--- config.mk ---
export PLATFORM = sky130hd
export DESIGN_NAME = conv_stream
export DESIGN_NICKNAME = d
export VERILOG_FILES = /design/src/rtl/conv_stream.sv
export SDC_FILE = /design/constraint.sdc
export NUM_CORES = 2
export LEC_CHECK = 0
export BUFFER_PORTS_ARGS = -buffer_cell sky130_fd_sc_hd__buf_4
export CAP_MARGIN = 20
export CELL_PAD_IN_SITES_DETAIL_PLACEMENT = 1
export CELL_PAD_IN_SITES_GLOBAL_PLACEMENT = 1
export CORE_MARGIN = 5
export CORE_UTILIZATION = 45
export DETAILED_ROUTE_END_ITERATION = 10
export PLACE_DENSITY_LB_ADDON = 0.1
export SYNTH_ARGS = -nofsm -noshare
export SYNTH_HDL_FRONTEND = slang
export SYNTH_SLANG_ARGS = --single-unit
--- constraint.sdc ---
create_clock -name clock -period 14.5 [get_ports clock]
set_input_delay 1.45 -clock clock [delete_from_list [all_inputs] [get_ports clock]]
set_output_delay 1.45 -clock clock [all_outputs]
set_load 0.01 [all_outputs]
--- src/rtl/conv_stream.sv ---
// conv_stream: streaming SIZE x SIZE valid 2-D convolution, raster in/out.
// Define CONV_RELU_EN to clamp negative results to zero.
module conv_stream #(
  parameter int SIZE      = 3,
  parameter int WIDTH_BIT = 8,
  parameter int IMG_W     = 16,
  parameter int IMG_H     = 16,
  parameter int SHIFT     = 0
) (
  input  logic                         clock,
  input  logic                         nreset,
  input  logic                         ena,
  input  logic                         k_we,
  input  logic [$clog2(SIZE*SIZE)-1:0] k_addr,
  input  logic signed [WIDTH_BIT-1:0]  k_data,
  input  logic                         pix_valid,
  input  logic signed [WIDTH_BIT-1:0]  pix_data,
  output logic                         pix_ready,
  output logic                         out_valid,
  output logic signed [WIDTH_BIT-1:0]  out_data,
  input  logic                         out_ready,
  output logic                         frame_done
);
  localparam int N  = SIZE * SIZE;
  localparam int W  = WIDTH_BIT;
  localparam int PW = 2 * W;
  localparam int AW = 2 * W + $clog2(N);
  localparam int CW = $clog2(IMG_W);
  localparam int RW = $clog2(IMG_H);
  localparam logic [CW-1:0] COL_LAST = CW'(IMG_W - 1);
  localparam logic [CW-1:0] COL_MIN  = CW'(SIZE - 1);
  localparam logic [RW-1:0] ROW_LAST = RW'(IMG_H - 1);
  localparam logic [RW-1:0] ROW_MIN  = RW'(SIZE - 1);
  localparam logic signed [AW-1:0] MAXV =
    {{(AW-W+1){1'b0}}, {(W-1){1'b1}}};
  localparam logic signed [AW-1:0] MINV =
    {{(AW-W+1){1'b1}}, {(W-1){1'b0}}};

  typedef enum logic [1:0] {IDLE, RUN, DRAIN} state_t;

  state_t state_q, state_d;
  logic [RW-1:0] row_q, row_d;
  logic [CW-1:0] col_q, col_d;
  logic frame_done_q, frame_done_d;
  logic signed [W-1:0] k_q [N];
  logic signed [W-1:0] k_d [N];
  logic signed [W-1:0] win_q [SIZE][SIZE];
  logic signed [W-1:0] win_d [SIZE][SIZE];
  logic signed [W-1:0] lb_q [SIZE-1][IMG_W];
  logic signed [W-1:0] lb_d [SIZE-1][IMG_W];
  logic win_v_q, win_v_d;
  logic signed [PW-1:0] prod_q [N];
  logic signed [PW-1:0] prod_d [N];
  logic p_v_q, p_v_d;
  logic out_v_q, out_v_d;
  logic signed [W-1:0] out_q, out_d;

  logic stall, accept, complete, last_pix;
  logic signed [AW-1:0] acc_c, sh_c;
  logic signed [W-1:0] res_c;

  assign stall      = out_v_q && !out_ready;
  assign pix_ready  = (state_q == RUN) && !stall;
  assign accept     = pix_valid && pix_ready;
  assign complete   = (row_q >= ROW_MIN) && (col_q >= COL_MIN);
  assign last_pix   = (row_q == ROW_LAST) && (col_q == COL_LAST);
  assign out_valid  = out_v_q;
  assign out_data   = out_q;
  assign frame_done = frame_done_q;

  // Frame sequencing: raster counters and IDLE/RUN/DRAIN control.
  always_comb begin
    state_d      = state_q;
    row_d        = row_q;
    col_d        = col_q;
    frame_done_d = 1'b0;
    unique case (state_q)
      IDLE: if (ena) begin
        state_d = RUN;
        row_d   = '0;
        col_d   = '0;
      end
      RUN: if (accept) begin
        if (col_q == COL_LAST) begin
          col_d = '0;
          row_d = row_q + RW'(1);
        end else begin
          col_d = col_q + CW'(1);
        end
        if (last_pix) state_d = DRAIN;
      end
      DRAIN: if (!win_v_q && !p_v_q && out_v_q && out_ready) begin
        state_d      = IDLE;
        frame_done_d = 1'b1;
      end
      default: state_d = IDLE;
    endcase
  end

  // Kernel writes are only honoured while idle and in range.
  always_comb begin
    k_d = k_q;
    if (state_q == IDLE && k_we && 32'(k_addr) < N)
      k_d[k_addr] = k_data;
  end

  // Shift a new column into the window; rotate the line buffers.
  always_comb begin
    win_d = win_q;
    lb_d  = lb_q;
    if (accept) begin
      for (int i = 0; i < SIZE; i++)
        for (int j = 0; j < SIZE - 1; j++)
          win_d[i][j] = win_q[i][j+1];
      for (int i = 0; i < SIZE - 1; i++)
        win_d[i][SIZE-1] = lb_q[SIZE-2-i][col_q];
      win_d[SIZE-1][SIZE-1] = pix_data;
      lb_d[0][col_q] = pix_data;
      for (int k = 1; k < SIZE - 1; k++)
        lb_d[k][col_q] = lb_q[k-1][col_q];
    end
  end

  // Exact sum of products, shift, saturate (and optional ReLU).
  always_comb begin
    acc_c = '0;
    for (int k = 0; k < N; k++)
      acc_c = acc_c + AW'(prod_q[k]);
    sh_c = acc_c >>> SHIFT;
    if (sh_c > MAXV)      res_c = MAXV[W-1:0];
    else if (sh_c < MINV) res_c = MINV[W-1:0];
    else                  res_c = sh_c[W-1:0];
`ifdef CONV_RELU_EN
    if (res_c[W-1]) res_c = '0;
`else
    res_c = res_c;
`endif
  end

  // Pipeline advance: everything holds while the output is blocked.
  always_comb begin
    win_v_d = win_v_q;
    p_v_d   = p_v_q;
    prod_d  = prod_q;
    out_v_d = out_v_q;
    out_d   = out_q;
    if (!stall) begin
      win_v_d = accept && complete;
      p_v_d   = win_v_q;
      if (win_v_q)
        for (int i = 0; i < SIZE; i++)
          for (int j = 0; j < SIZE; j++)
            prod_d[i*SIZE+j] = PW'(win_q[i][j]) * PW'(k_q[i*SIZE+j]);
      out_v_d = p_v_q;
      if (p_v_q) out_d = res_c;
    end
  end

  // State registers with asynchronous clear of all storage.
  always_ff @(posedge clock or negedge nreset) begin
    if (!nreset) begin
      state_q      <= IDLE;
      row_q        <= '0;
      col_q        <= '0;
      frame_done_q <= 1'b0;
      win_v_q      <= 1'b0;
      p_v_q        <= 1'b0;
      out_v_q      <= 1'b0;
      out_q        <= '0;
      for (int k = 0; k < N; k++) begin
        k_q[k]    <= '0;
        prod_q[k] <= '0;
      end
      for (int i = 0; i < SIZE; i++)
        for (int j = 0; j < SIZE; j++)
          win_q[i][j] <= '0;
      for (int i = 0; i < SIZE - 1; i++)
        for (int j = 0; j < IMG_W; j++)
          lb_q[i][j] <= '0;
    end else begin
      state_q      <= state_d;
      row_q        <= row_d;
      col_q        <= col_d;
      frame_done_q <= frame_done_d;
      win_v_q      <= win_v_d;
      p_v_q        <= p_v_d;
      out_v_q      <= out_v_d;
      out_q        <= out_d;
      k_q          <= k_d;
      prod_q       <= prod_d;
      win_q        <= win_d;
      lb_q         <= lb_d;
    end
  end
endmodule

==> key figures <==
Die
  • I/O pins: 37
  • Initial cell density of the core: 45.5%
  • Die area: 115000 µm²
  • Num rows: 120
  • Core ar.: 107000 µm²
  • Die height: 339 µm
  • Die Width: 339 µm

Synth
  • Area share of fa/ha/maj cells after synthesis: 32.4%
  • Seq/Total Area, Yosys: 29.0%
  • Post-synthesis cell count: 4464
  • Simple-Gate Fraction of Synth Area: 11.1%
  • Post-synth EDFFs: 0
  • Yosys top cell by area: dfrtp_1
  • Synth warn: 0
  • Post-synth top cells: inv_1, fa_1, dfrtp_1
  • Ys async rst share: 100%
  • Synth top area cells: dfrtp_1, fa_1, mux2_2
  • Multiplexer area fraction after synthesis: 12.8%
  • Syn_area_per_cell: 10.9 µm²
  • Synth Cell Area: 48800 µm²
  • Synth Area in Compound Gates: 5.01%
  • Post-synth top area share: 29.0%
  • Syn_nets: 5387
  • Seq cells post-synth: 566
  • Main combinational cell family by area after synthesis: adder cells
  • Count leader, synth: inv_1
  • Distinct cells, synth: 67
  • XOR/XNOR share of the synthesized area: 2.31%
  • Synth Flop Type: dfrtp_1

Worst setup path
  • Worst R2R Start: prod_q[98]
  • Worst R2R Setup Slack: 9120 ps
  • R2R Path End: out_data[2]
  • Crit Path Class: register to register
  • Largest delay contributor family on the critical path: adder cells
  • Worst setup SP type: register
  • Instance count on the critical path: 14
  • Most used cell, CP: fa_1
  • Setup crit start: prod_q[98]
  • Critical Path End Type: register
  • Crit path max fanout: 7
  • Crit-path max cell delay: 570 ps
  • Data arrival, critical path: 5880 ps
  • Worst path required time: 15000 ps
  • Setup crit end: out_data[2]
  • Buffers & Inverters on Critical Path: 0
  • Crit-path cells: fa_1, fa_1, fa_1, fa_1, ha_1, fa_1, a211oi_2, nor4b_1, nor4_1, o2111ai_1, nor4_1, nand4_1, o31ai_4, o22ai_1
  • Worst reg-to-reg path cell count: 14
  • Crit path max-delay cell type: fa_1

STA
  • Worst-margin pin slew: 1090 ps
  • Final Max Slew Viols: 0
  • Unrepaired setup endpoints after global routing: false
  • Fmax: 0.186 GHz
  • Setup WS post-layout: 9120 ps
  • Clock skew: 47.5 ps
  • Setup TNS: 0 ps
  • Max_slew headroom: 27.1%
  • Final Setup Violations: 0
  • Final Hold Viols: 0
  • Tcrit/Tclk final: 37.1%
  • Final worst path period need: 5380 ps

Job
  • Max_cap viols: 0

Route
  • Drt total wl: 133000 µm
  • Drt first pass iters: 5
  • Final ANT Viol Nets: 0
  • Vias per cell: 5.31
  • Iter 0 DRT Violations: 1502
  • Wire per inst: 22.5 µm
  • Via count: 31400
  • DRC: 0

CTS
  • H-tree depth: 3
  • TritonCTS Buffers: 72
  • CTS Root Cell: clkbuf_16
  • Hold buffers post-CTS: 0
  • Post_cts resized: 0
  • Post-CTS Setup Bufs: 0
  • CTS Buffer Depth: 3
  • Worst-path clk slew: 60 ps
  • Worst skew pair latency: 670 ps
  • CTS tree: yes
  • CTS sink cnt: 566

GRT
  • Vias in the first global route: 35600
  • Largest net degree at the start of global routing: 170
  • Total track usage: 23.8%
  • Antenna violations before repair: 13
  • First-pass GRT wire length: 212000 µm
  • Remaining Overflow, GRT: 0

Place
  • Pre-CTS setup slack: 9120 ps
  • Final GP Congestion: 0.811
  • IO Port Bufs: 36
  • DP HPWL: 101000 µm

Cells and area
  • Area Overhead vs Synth: 8.88%
  • Fraction of layout cells with a size suffix above 1: 15.7%
  • Final net count: 5381

Worst hold path
  • Worst min path class: register to register

Power and ir drop
  • VDD IR max: 0.544 mV
  • Pleak: 0.0251 µW
  • P per Cell Area: 259 nW/µm²

Run status
  • Outcome: finished clean
==> report_power, final <==
| part | switching (µW) | total [µW] | internal, µW |
|---|---|---|---|
| Combinational | 5190 | 9080 | 3880 |
| Clock | 775 | 1910 | 1140 |
| Sequential | 647 | 2790 | 2140 |
| Total | 6610 | 13800 | 7160 |
==> placed cells by master, fill, tap and decap left out, types with 11 or more instances in the layout <==
cell / n
o211ai_1: 15
a21oi_1: 53
o31ai_1: 33
fa_1: 610
ha_1: 287
buf_4: 67
clkbuf_16: 72
nor3_1: 27
or3_1: 16
inv_1: 800
xor2_1: 31
o21ai_0: 152
o21a_1: 19
and2_1: 342
a21boi_0: 16
mux2_2: 396
a211oi_1: 21
nand3_1: 42
xnor2_1: 93
nand2b_1: 65
nor2_2: 14
nor2b_1: 14
clkbuf_8: 13
mux4_2: 80
nand2_1: 406
clkinv_2: 11
dfrtp_1: 564
a21o_1: 11
nor2_1: 77
==> sequential cells by signal, indices dropped and copies added (netlist names) <==
signal	cells
lb_q	256
prod_q	144
k_q	72
win_q	72
out_data	8
col_q	4
row_q	4
state_q	2
frame_done	1
out_valid	1
p_v_q	1
win_v_q	1
==> layout make-up <==
cell class	count	area, µm²
sequential	566	14200
inverter	800	3000
multi-input combinational	2947	31100
tap	1403	1760
fill	11400	54200
clock buffer	95	2020
clock inverter	33	526
antenna	2	5.00
timing repair buffer	71	577
==> cells by family after synthesis <==
| kind of cell | count (synthesis) |
|---|---|
| mux | 476 |
| flops | 566 |
| buf+inv | 951 |
| simple gates | 1064 |
| fa+ha+maj | 897 |
| xor+xnor | 126 |
| compound gates | 384 |
==> worst register-to-register path, stage by stage (launching register included) <==
cell,delay (ps)
dfrtp_1,400
fa_1,570
fa_1,450
fa_1,570
fa_1,420
ha_1,240
fa_1,490
a211oi_2,400
nor4b_1,110
nor4_1,390
o2111ai_1,190
nor4_1,290
nand4_1,190
o31ai_4,380
o22ai_1,150
==> stage by stage <==
stage                     cells  hold slack (ps)  utilization, %  power, µW  area [µm²]
after floorplan            4464              449               -       9560       48800
after global placement     5785              465            47.1      11700       50600
after detailed placement   5786              471            47.1      11900       50600
after CTS                  5914              484            49.5      13900       53100
after global routing       5916              515            49.5      15100       53100
final                      5917              481            49.5      13800       53200
==> how the worst min path moves through the flow <==
stage	endpoint	cells past startpoint	startpoint	slack (ps)
4_1_cts	prod_q[43]	2	prod_q[43]	480
3_3_place_gp	prod_q[29]	2	prod_q[29]	470
3_5_place_dp	prod_q[29]	2	prod_q[29]	470
6_report	prod_q[43]	2	prod_q[43]	480
2_1_floorplan	prod_q[10]	2	prod_q[10]	450
5_1_grt	lb_q[162]	1	lb_q[162]	510
==> routing by layer <==
| metal | share of wire, % | global-route usage [%] | up-vias | routed length (µm) |
|---|---|---|---|---|
| met4 | 2.6 | 5.76 | 0 | 3470 |
| met3 | 3.7 | 3.65 | 145 | 4960 |
| met1 | 46 | 32.7 | 16600 | 60700 |
| li1 | - | - | 14200 | - |
| met2 | 48 | 39.9 | 396 | 63800 |
| met5 | 0 | 0 | - | 0 |
Power figures use the tool's default switching activity.
